[src/rtl/branch_target_buffer_if.sv]
// Branch target buffer access interface.
// Groups the fetch-side lookup port, the EX-side resolution/update port and the
// whole-table invalidate control into one bundle.
//   master : fetch/EX/control side (drives keys, updates, clear; sees prediction, busy)
//   slave  : the branch target buffer itself
interface branch_target_buffer_if #(
    parameter int unsigned ADDR_WIDTH = 16
);
    logic [ADDR_WIDTH-1:0] read_key;   // fetch PC to look up
    logic [ADDR_WIDTH-1:0] read_val;   // predicted target, 0 when not predicting taken
    logic                  read_valid; // predict taken
    logic                  write;      // resolved branch update strobe
    logic [ADDR_WIDTH-1:0] write_key;  // PC of the resolved branch
    logic [ADDR_WIDTH-1:0] write_val;  // resolved target
    logic                  hit;        // 1 = resolved taken
    logic                  clear;      // start whole-table invalidate
    logic                  busy;       // invalidate sweep in progress

    modport master (
        output read_key, write, write_key, write_val, hit, clear,
        input  read_val, read_valid, busy
    );

    modport slave (
        input  read_key, write, write_key, write_val, hit, clear,
        output read_val, read_valid, busy
    );
endinterface

[src/rtl/branch_target_buffer.sv]
// Direct-mapped branch target buffer with 2-bit saturating direction counters.
// Ports:
//   clk   : system clock, rising edge
//   reset : asynchronous active-low reset
//   bus   : branch_target_buffer_if slave modport
//           read_key -> read_val/read_valid is a zero-latency combinational lookup;
//           write/write_key/write_val/hit train the table at the clock edge;
//           clear starts an ENTRIES-cycle invalidate sweep reported on busy.
module branch_target_buffer #(
    parameter int unsigned ADDR_WIDTH = 16,
    parameter int unsigned ENTRIES    = 16,
    localparam int unsigned IDX_BITS  = $clog2(ENTRIES)
) (
    input logic                    clk,
    input logic                    reset,
    branch_target_buffer_if.slave  bus
);
    localparam int unsigned TAG_W = ADDR_WIDTH - IDX_BITS;
    localparam logic [IDX_BITS-1:0] LAST_IDX = IDX_BITS'(ENTRIES - 1);

    typedef enum logic {StIdle, StClear} state_e;

    state_e               state_q, state_d;
    logic [IDX_BITS-1:0]  clr_idx_q, clr_idx_d;

    logic                 valid_q  [ENTRIES];
    logic [TAG_W-1:0]     tag_q    [ENTRIES];
    logic [ADDR_WIDTH-1:0] target_q [ENTRIES];
    logic [1:0]           ctr_q    [ENTRIES];

    // Key split
    logic [IDX_BITS-1:0] r_idx, w_idx;
    logic [TAG_W-1:0]    r_tag, w_tag;

    assign r_idx = bus.read_key[IDX_BITS-1:0];
    assign r_tag = bus.read_key[ADDR_WIDTH-1:IDX_BITS];
    assign w_idx = bus.write_key[IDX_BITS-1:0];
    assign w_tag = bus.write_key[ADDR_WIDTH-1:IDX_BITS];

    // Read path: pre-edge contents, no bypass from a same-cycle write
    logic r_match;
    assign r_match        = (state_q == StIdle) && valid_q[r_idx] && (tag_q[r_idx] == r_tag);
    assign bus.read_valid = r_match && ctr_q[r_idx][1];
    assign bus.read_val   = bus.read_valid ? target_q[r_idx] : '0;
    assign bus.busy       = (state_q == StClear);

    // Update path decode; clear in the same cycle wins over a write
    logic       upd_en;
    logic       w_match;
    logic [1:0] w_ctr;
    logic [1:0] w_ctr_inc, w_ctr_dec;

    assign upd_en    = (state_q == StIdle) && bus.write && !bus.clear;
    assign w_match   = valid_q[w_idx] && (tag_q[w_idx] == w_tag);
    assign w_ctr     = ctr_q[w_idx];
    assign w_ctr_inc = (w_ctr == 2'b11) ? 2'b11 : w_ctr + 2'b01;
    assign w_ctr_dec = (w_ctr == 2'b00) ? 2'b00 : w_ctr - 2'b01;

    // Clear FSM next state
    always_comb begin
        state_d   = state_q;
        clr_idx_d = clr_idx_q;
        unique case (state_q)
            StIdle: begin
                if (bus.clear) begin
                    state_d   = StClear;
                    clr_idx_d = '0;
                end
            end
            StClear: begin
                if (bus.clear) begin
                    clr_idx_d = '0;
                end else if (clr_idx_q == LAST_IDX) begin
                    state_d   = StIdle;
                    clr_idx_d = '0;
                end else begin
                    clr_idx_d = clr_idx_q + 1'b1;
                end
            end
            default: begin
                state_d   = StIdle;
                clr_idx_d = '0;
            end
        endcase
    end

    always_ff @(posedge clk or negedge reset) begin
        if (!reset) begin
            state_q   <= StIdle;
            clr_idx_q <= '0;
        end else begin
            state_q   <= state_d;
            clr_idx_q <= clr_idx_d;
        end
    end

    // Table storage
    always_ff @(posedge clk or negedge reset) begin
        if (!reset) begin
            for (int i = 0; i < ENTRIES; i++) begin
                valid_q[i]  <= 1'b0;
                tag_q[i]    <= '0;
                target_q[i] <= '0;
                ctr_q[i]    <= 2'b01;
            end
        end else if (state_q == StClear) begin
            // Targets are left as-is; valid=0 makes them unreachable
            valid_q[clr_idx_q] <= 1'b0;
            ctr_q[clr_idx_q]   <= 2'b01;
        end else if (upd_en) begin
            if (w_match) begin
                if (bus.hit) begin
                    ctr_q[w_idx]    <= w_ctr_inc;
                    target_q[w_idx] <= bus.write_val;
                end else begin
                    ctr_q[w_idx]    <= w_ctr_dec;
                end
            end else if (bus.hit) begin
                // Only taken branches allocate; entry starts weakly taken
                valid_q[w_idx]  <= 1'b1;
                tag_q[w_idx]    <= w_tag;
                target_q[w_idx] <= bus.write_val;
                ctr_q[w_idx]    <= 2'b10;
            end
        end
    end
endmodule

[src/flat_wrapper.sv]
// flat-port wrapper written by rule: the top's interface ports become plain ports
module branch_target_buffer_flat 
#(
    parameter int unsigned ADDR_WIDTH = 16,
    parameter int unsigned ENTRIES    = 16,
    localparam int unsigned IDX_BITS  = $clog2(ENTRIES)
)
  (clk, reset, bus_read_key, bus_write, bus_write_key, bus_write_val, bus_hit, bus_clear, bus_read_val, bus_read_valid, bus_busy);
  branch_target_buffer_if #(.ADDR_WIDTH(ADDR_WIDTH)) bus_i ();
  input logic clk;
  input logic reset;
  input wire logic [$bits(bus_i.read_key)-1:0] bus_read_key;
  input wire logic [$bits(bus_i.write)-1:0] bus_write;
  input wire logic [$bits(bus_i.write_key)-1:0] bus_write_key;
  input wire logic [$bits(bus_i.write_val)-1:0] bus_write_val;
  input wire logic [$bits(bus_i.hit)-1:0] bus_hit;
  input wire logic [$bits(bus_i.clear)-1:0] bus_clear;
  output wire logic [$bits(bus_i.read_val)-1:0] bus_read_val;
  output wire logic [$bits(bus_i.read_valid)-1:0] bus_read_valid;
  output wire logic [$bits(bus_i.busy)-1:0] bus_busy;
  assign bus_i.read_key = bus_read_key;
  assign bus_i.write = bus_write;
  assign bus_i.write_key = bus_write_key;
  assign bus_i.write_val = bus_write_val;
  assign bus_i.hit = bus_hit;
  assign bus_i.clear = bus_clear;
  assign bus_read_val = bus_i.read_val;
  assign bus_read_valid = bus_i.read_valid;
  assign bus_busy = bus_i.busy;
  branch_target_buffer #(.ADDR_WIDTH(ADDR_WIDTH), .ENTRIES(ENTRIES)) u_core (.clk(clk), .reset(reset), .bus(bus_i));
endmodule
[config.mk]
export PLATFORM = sky130hd
export DESIGN_NAME = branch_target_buffer_flat
export DESIGN_NICKNAME = d
export VERILOG_FILES = /design/src/rtl/branch_target_buffer_if.sv /design/src/rtl/branch_target_buffer.sv /design/src/flat_wrapper.sv
export SDC_FILE = /design/constraint.sdc
export NUM_CORES = 1
export LEC_CHECK = 0
export CORE_ASPECT_RATIO = 1.2
export CORE_MARGIN = 2
export CORE_UTILIZATION = 69
export CTS_BUF_LIST = sky130_fd_sc_hd__clkbuf_8
export DETAILED_ROUTE_END_ITERATION = 10
export PLACE_DENSITY_LB_ADDON = 0.12
export SYNTH_ARGS = -nofsm -noshare
export SYNTH_HDL_FRONTEND = slang
export SYNTH_SLANG_ARGS = --single-unit
[constraint.sdc]
create_clock -name clk -period 7.05 [get_ports clk]
set_input_delay 0.705 -clock clk [delete_from_list [all_inputs] [get_ports clk]]
set_output_delay 0.705 -clock clk [all_outputs]
set_load 0.005 [all_outputs]
# Word-level counts from Yosys, hierarchy flattened
# Cells that the tools add are included.
op_classes:
  n_addsub: 3
  multipliers: 0
  div: 0
  n_lt_le_gt_ge: 5
  eq_ne: 6
  shift: 0
  n_mux: 57
  bitwise: 14
  n_reduce_logical: 17
ops:
  columns: ["op", "n"]
  rows:
  - ["256-bit bitwise mux", 1]
  - ["192-bit bitwise mux", 1]
  - ["32-bit two-way mux", 5]
  - ["16-bit two-way mux", 8]
  - ["12-bit binary-select mux with 4-bit select", 2]
  - ["16-bit binary-select mux with 4-bit select", 1]
  - ["32-bit bitwise mux", 2]
  - ["16-bit demux with 4-bit select", 1]
  - ["12-bit two-way mux", 5]
  - ["16-bit AND", 3]
  - ["12-bit demux with 4-bit select", 1]
  - ["16-bit inverter", 3]
  - ["16-bit OR", 3]
  - ["12-bit equality test", 2]
  - ["2-bit binary-select mux with 4-bit select", 2]
  - ["2-bit demux with 4-bit select", 2]
  - ["2-bit two-way mux", 8]
  - ["5-bit >= comparator, second input constant", 3]
  - ["4-bit inverter with 5-bit output", 3]
  - ["4-bit two-way mux", 3]
  - ["5-bit by 1-bit less-than comparator with 1-bit output, second input constant", 2]
  - ["1-bit two-way mux", 9]
  - ["1-bit binary-select mux with 4-bit select", 2]
  - ["1-bit demux with 4-bit select", 2]
  - ["other kinds (18)", 28]
totals:
  regBits: 501
  latchBits: 0
  ramBits: 0
  mem_bits_ro: 0
  input_bits: 53
  output_inout_bits: 18
  memories: 0

# Longest topological paths before layout
logic_depth:
  ltp_word: 11
  ltp_mapped: 13
  mapped_depth_nobuf: 8

# Least setup slack after synthesis
# OpenSTA, ideal clock, no wires.
synth_path:
  path_kind: "input to output"
  start: "input bus_read_key[0]"
  end: "output bus_read_val[0]"
  t_arrival_ps: 3333
  slack_ps: 3012
  path_stages: 7
  n_path_buf: 4
  path_cell_list: "clkbuf_1 > buf_2 > clkbuf_1 > buf_1 > mux4_2 > mux4_2 > and3_1"
synth_via:
  elab_chain_len: 8
  elab_cells_between_ends: 18
  classes_between: "eq/ne: 1; mux: 13; bitwise: 1; reduce/logical: 3"
synth_rtl:
  columns: ["element", "line_no", "rtl"]
  rows:
  - ["start, declared", "flat_wrapper.sv:12", "input wire logic [$bits(bus_i.read_key)-1:0] bus_read_key;"]
  - ["4-bit inverter with 5-bit output (implied by the code) *", "branch_target_buffer.sv:42, branch_target_buffer.sv:43, branch_target_buffer.sv:44", null]
  - ["12-bit binary-select mux with 4-bit select or 1-bit binary-select mux with 4-bit select (tied branches)", "branch_target_buffer.sv:42", "assign r_match = (state_q == StIdle) && valid_q[r_idx] && (tag_q[r_idx] == r_tag);"]
  - ["12-bit two-way mux (implied by the code) or 1-bit two-way mux (tied branches) (2 in a row)", "branch_target_buffer.sv:42", null]
  - ["12-bit equality test or 1-bit logical AND (tied branches)", "branch_target_buffer.sv:42", null]
  - ["1-bit logical AND", "branch_target_buffer.sv:42", null]
  - ["1-bit logical AND", "branch_target_buffer.sv:43", "assign bus.read_valid = r_match && ctr_q[r_idx][1];"]
  - ["16-bit two-way mux *", "branch_target_buffer.sv:44", "assign bus.read_val = bus.read_valid ? target_q[r_idx] : '0;"]
  - ["end, declared", "flat_wrapper.sv:18", "output wire logic [$bits(bus_i.read_val)-1:0] bus_read_val;"]
# Mark *: on every way between the ends. The rest lies on a longest branch, timed or not. The select of a mux whose other input is x is not followed.

# Worst setup path after layout
layout_path:
  start: "input bus_read_key[0]"
  end: "output bus_read_val[11]"
# Same word-level chain as after synthesis.

==> results_dict.tcl <==
set metrics [dict create \
    status "completed" \
    final-seq-area_mm2 0.0126 \
    synth_top_area_frac 0.475 \
    wl_met2_mm 32.1 \
    avgSynthCellArea_um2 14.6 \
    row_count 77 \
    start_util 0.697 \
    met1_length_mm 24.5 \
    rr_worst_depth 5 \
    cts_max_level 3 \
    cpMaxStageDelayCell "clkbuf_8" \
    cts_hold_buf 0 \
    timing.critical_path.buf_inv 3 \
    via_per_inst 7.03 \
    rsz0062_at_grt "no" \
    syn-cell-area_mm2 0.0256 \
    antenna_found_initial 1 \
    ioPinCount 71 \
    r2r_end "u_core.tag_q[166]$_DFFE_PN0P_" \
    path_cells "clkbuf_8 > mux4_2 > mux4_2 > xnor2_1 > nand4_1 > nor4_4 > buf_4 > and3_1 > clkdlybuf4s50_1" \
    crit_path_end_kind "output pin" \
    first_iter_violations 1466 \
    die_y_um 215 \
    cp.arrival_ns 4.57 \
    fmax_ghz 0.190 \
    worst_pin_slew_ns 1.21 \
    die_area_mm2 0.0386 \
    yosys_warnings 0 \
    die_width_um 180 \
    cts_buffers 81 \
    synth_seq_area_share 0.491 \
    hold_viol 0 \
    finalCriticalPeriod_ns 5.27 \
    multi_input_area_mm2 0.0122 \
    core_area_mm2 0.0367 \
    synthCells 1754 \
    hold_ws_ns 0.238 \
    slew-limit-headroom 0.192 \
    r2r_start "u_core.bus.busy$_DFF_PN0_" \
    grt_max_degree 163 \
    post_dp_cell_area_mm2 0.0263 \
    p_leak_nw 13.3 \
    cp-start-kind "primary input" \
    synth_top_area_cell "dfrtp_1" \
    synthDistinctLibCells 64 \
    synth_fa_ha_area_frac 0.00274 \
    cts-resized-gates 0 \
    drive_above_1_share 0.451 \
    fillCellCount 2246 \
    dp_hpwl_mm 38.6 \
    wl_per_cell_um 27.9 \
    power_density_mw_per_mm2 212 \
    yosys.area_share.simple 0.0444 \
    peakVddDrop_mv 0.226 \
    grt_pass1_wl_mm 102 \
    ys_seq_elements 501 \
    dr_total_vias 16282 \
    antenna_left 0 \
    met3_length_mm 4.80 \
    synth_flop_cell "dfrtp_1" \
    top_layer "met4" \
    synthMuxAreaShare 0.381 \
    setup_tns_ns 0 \
    final_cell_mix "dfrtp_1 (485), mux2_2 (456), mux4_2 (184)" \
    synth_top_family_by_area "multiplexers" \
    finalCritPeriodShare 0.748 \
    grtUsageTotal 0.347 \
    final_area_mm2 0.0280 \
    place_congestion 0.893 \
    ctsLongestPathBuffers 3 \
    drc_errors 0 \
    insertedDiodeCount 0 \
    synth-edff-count 0 \
    crit_type "primary input to output pin" \
    final_common_cell "dfrtp_1" \
    cp_max_fo 77 \
    cts_tree "done" \
    syn_nets 1811 \
    area_growth_pct 9.68 \
    cp_data_required_time_ns 6.34 \
    root_buffer "clkbuf_8" \
    fin_nets 1836 \
    portBuffers 70 \
    synth_area_leaders "dfrtp_1 (47%), mux2_2 (20%), mux4_2 (16%)" \
    wirelength_mm 64.7 \
    path_clk_slew_ns 0.06 \
    synthXorXnorAreaFrac 0.00925 \
    crit_family "buffers and inverters" \
    rrSetupSlack_ns 3.04 \
    hp-class "primary input to async pin" \
    ys_async_sr_fraction 1.00 \
    post_cts_buffers 0 \
    report.final.slew_viol_count 0 \
    cpMostUsedCell "mux4_2" \
    cts_sinks 501 \
    synth_compound_area_frac 0.0397 \
    grt_pass1_vias 17518 \
    setup_viol 0 \
    drv_cap 0 \
    max_stage_delay_ns 0.69 \
    clock_latency_ns 0.65 \
    overflow 0 \
    firstDrtPassIters 7 \
    finClkSkew_ns 0.0217 \
]
-- power by group --
group / internal [mW] / switching (mW) / leakage [nW]
sequential: 2.91 / 0.0228 / 6.89
combinational: 0.143 / 0.255 / 5.45
clock: 1.46 / 1.15 / 0.977
total: 4.51 / 1.43 / 13.3
-- routing by layer --
layer  vias to the layer above  global-route usage
met2                       810               0.563
li1                       6697                   -
met3                       230              0.0663
met4                         0               0.180
met1                      8545               0.450
met5                         -                   0
-- cells by family after synthesis --
| logic type | Yosys count |
|---|---|
| mux | 687 |
| flops | 501 |
| simple gates | 216 |
| buf+inv | 164 |
| compound gates | 153 |
| xor+xnor | 27 |
| fa+ha+maj | 6 |
-- metrics by stage --
step	setup WS [ns]	utilization	total power [mW]	std cells
after global routing	1.62	0.764	6.15	2316
after global placement	1.77	0.717	3.37	2169
after detailed placement	1.74	0.717	3.38	2169
after floorplan	3.01	-	3.21	1754
after CTS	1.73	0.764	5.99	2315
final	1.78	0.764	5.95	2316
-- how the worst max path moves through the flow --
stage | start | endpoint | slack, ns | depth (start not counted)
floorplan | bus_read_key[0] | bus_read_val[0] | 3.01 | 7
global placement | bus_read_key[0] | bus_read_val[9] | 1.77 | 9
detailed placement | bus_read_key[0] | bus_read_val[3] | 1.74 | 9
CTS | bus_read_key[0] | bus_read_val[3] | 1.73 | 9
global route | bus_read_key[0] | bus_read_val[3] | 1.62 | 9
finish | bus_read_key[0] | bus_read_val[11] | 1.78 | 9
-- cell usage after synthesis, types with 5 or more instances --
cell,number
a21o_1,15
a21oi_1,47
a22oi_1,29
a31oi_1,8
and3_1,19
buf_1,19
buf_2,24
buf_4,10
buf_6,13
clkbuf_1,83
dfrtp_1,485
dfstp_2,16
inv_1,12
mux2_2,456
mux2i_1,46
mux4_2,184
nand2_1,88
nand3_1,25
nand3_4,5
nor2_1,34
nor2b_1,6
nor3_1,7
o211ai_1,5
o21ai_0,17
o22ai_1,7
xnor2_1,12
xor2_1,15
-- sequential cells by signal (all words and copies together) (netlist names) --
signal	count
u_core.ctr_q	32
u_core.clr_idx_q	4
u_core.valid_q	16
u_core.target_q	256
u_core.tag_q	192
u_core.bus.busy	1
-- worst register-to-register path, cell delays in order (launching register included) --
cell and delay, ns:
dfrtp_1 0.40, nor3b_2 0.80, nand2_1 0.39, nor2_1 0.72, nand3_1 0.99, mux2_2 0.60
-- cell type report --
cell class | instances | share of cell area
multi-input cells | 1089 | 0.436
clock buffers | 107 | 0.0525
well taps | 474 | 0.0211
clock inverters | 39 | 0.00879
repair buffers | 93 | 0.0315
flip-flops and latches | 501 | 0.448
inverters | 13 | 0.00174
No activity file was read; power rests on OpenSTA's default activity.
==> RTL edit (config.mk and constraints unchanged) <==
`ADDR_WIDTH` is set to 16 in 3 places; all go to 14.
--- a/src/rtl/branch_target_buffer_if.sv
+++ b/src/rtl/branch_target_buffer_if.sv
@@ -4,7 +4,7 @@
 //   master : fetch/EX/control side (drives keys, updates, clear; sees prediction, busy)
 //   slave  : the branch target buffer itself
 interface branch_target_buffer_if #(
-    parameter int unsigned ADDR_WIDTH = 16
+    parameter int unsigned ADDR_WIDTH = 14
 );
     logic [ADDR_WIDTH-1:0] read_key;   // fetch PC to look up
     logic [ADDR_WIDTH-1:0] read_val;   // predicted target, 0 when not predicting taken
--- a/src/rtl/branch_target_buffer.sv
+++ b/src/rtl/branch_target_buffer.sv
@@ -7,7 +7,7 @@
 //           write/write_key/write_val/hit train the table at the clock edge;
 //           clear starts an ENTRIES-cycle invalidate sweep reported on busy.
 module branch_target_buffer #(
-    parameter int unsigned ADDR_WIDTH = 16,
+    parameter int unsigned ADDR_WIDTH = 14,
     parameter int unsigned ENTRIES    = 16,
     localparam int unsigned IDX_BITS  = $clog2(ENTRIES)
 ) (
--- a/src/flat_wrapper.sv
+++ b/src/flat_wrapper.sv
@@ -1,7 +1,7 @@
 // flat-port wrapper written by rule: the top's interface ports become plain ports
 module branch_target_buffer_flat 
 #(
-    parameter int unsigned ADDR_WIDTH = 16,
+    parameter int unsigned ADDR_WIDTH = 14,
     parameter int unsigned ENTRIES    = 16,
     localparam int unsigned IDX_BITS  = $clog2(ENTRIES)
 )
Interface: changed (resized bus_read_key, bus_read_val, bus_write_key and bus_write_val); port bits go from 71 to 63. No check against the original RTL was run, so the function may have changed too.
==> RTL edit against the original RTL <==
Clock skew hardly changed; final area is 14% lower; sequential cell count is 64 lower; power is 17% lower; non-clock buffer count stayed put; cell count is 14% lower; routed wire length is 17% lower; setup slack better by 0.13 ns; sequential share of layout area is 0.83 points higher; first-iteration DRC count is 4.7% lower; synthesized area is 14% lower; hold slack worse by 0.10 ns; critical path depth is 1 higher; clock power is 23% lower; critical endpoint is now bus_read_val[6].
==> RTL edit: results (changes against the original RTL) <==
Run status
  • Result of the run: complete, no violations (unchanged)

Final layout
  • Multi-input combinational area share: 0.432 (was 0.436)
  • Count of clock buffers in the final design: 81 (was 107)
  • Layout non-clock buf frac: 0.0353 (was 0.0315)
  • Fill cell count: 1953 (was 2246)
  • Register fraction of the total cell area: 0.456 (was 0.448)
  • Clk tree area frac: 0.0528 (was 0.0613)
  • Layout cells sized above 1: 0.438 (was 0.451)

Place
  • Placed standard-cell area: 22800 um2 (was 26300 um2)
  • Port Buffer Count: 62 (was 70)
  • Post-DP HPWL: 32400 um (was 38600 um)

Global routing
  • Global router's overall resource usage: 0.337 (was 0.347)
  • Number of global-route vias before repair: 14600 (was 17500)
  • GRT met2 Usage: 0.554 (was 0.563)
  • Number of antenna violations at the first check in global routing: 0 (was 1)
  • Global-route met1 utilization: 0.450 (about the same)

Synthesis
  • Post-synth top cells: 421 x sky130_fd_sc_hd__dfrtp_1, 373 x sky130_fd_sc_hd__mux2_2, 170 x sky130_fd_sc_hd__mux4_2 (was 485 x sky130_fd_sc_hd__dfrtp_1, 456 x sky130_fd_sc_hd__mux2_2, 184 x sky130_fd_sc_hd__mux4_2)
  • Post-Synthesis Cells: 1520 (was 1754)
  • Fraction of synthesized cell area in xor and xnor cells: 0.00955 (was 0.00925)
  • Post-synthesis share of cell area spent on full adders, half adders and majority gates: 0.00273 (was 0.00274)
  • Flip-flop and latch count after synthesis: 437 (was 501)
  • Top post-synthesis cells by area: sky130_fd_sc_hd__dfrtp_1 48%, sky130_fd_sc_hd__mux2_2 19%, sky130_fd_sc_hd__mux4_2 17%, sky130_fd_sc_hd__dfstp_2 1.9%, sky130_fd_sc_hd__nand2_1 1.7% (was sky130_fd_sc_hd__dfrtp_1 47%, sky130_fd_sc_hd__mux2_2 20%, sky130_fd_sc_hd__mux4_2 16%, sky130_fd_sc_hd__mux2i_1 1.8%, sky130_fd_sc_hd__dfstp_2 1.6%)
  • Post-synth cell types: 57 (was 64)
  • Fraction of the mapped netlist area in compound gates: 0.0338 (was 0.0397)

Routing
  • Pre-Repair DR Iteration Count: 6 (was 7)
  • Initial detailed-routing violation count: 1397 (was 1466)
  • Vias/cell: 6.93 (was 7.03)
  • Routed length on met1: 21200 um (was 24500 um)
  • Detailed route wirelength on metal2: 26800 um (was 32100 um)

STA
  • Final worst hold slack: 0.138 ns (was 0.238 ns)
  • Slew at the pin closest to its max-slew limit: 1.18 ns (was 1.21 ns)
  • Crit share post-route: 0.729 (was 0.748)

Pwr
  • Power Density: 205 nW/um2 (was 212 nW/um2)
  • Maximum vdd drop: 0.000150 V (was 0.000226 V)

Die
  • Tapcell count: 401 (was 474)

Critical path
  • Arrival time of data at the critical path endpoint: 4.44 ns (was 4.57 ns)

CTS
  • Number of clock buffers inserted by TritonCTS: 69 (was 81)
==> RTL edit: cell types whose count changed after synthesis, moves of 16 or more <==
cell / before / now
sky130_fd_sc_hd__dfrtp_1: 485 / 421
sky130_fd_sc_hd__a21oi_1: 47 / 8
sky130_fd_sc_hd__o21ai_0: 17 / 36
sky130_fd_sc_hd__mux2i_1: 46 / 26
sky130_fd_sc_hd__a22oi_1: 29 / 4
sky130_fd_sc_hd__nor2b_1: 6 / 22
sky130_fd_sc_hd__mux2_2: 456 / 373
sky130_fd_sc_hd__and3_1: 19 / 3
==> RTL edit: final timing paths <==
path,end,depth (start not counted)
setup / recovery,bus_read_val[6],10
hold / removal,u_core.ctr_q[17],1
setup reg to reg,u_core.tag_q[39],9
hold reg to reg,u_core.target_q[77],1
max in group asynchronous,u_core.tag_q[125],2
min in group clk,u_core.target_q[77],1
==> RTL edit: report_power, final <==
part,switching (mW),internal (mW)
Combinational,0.207,0.126
Sequential,0.0253,2.54
Clock,0.983,1.04
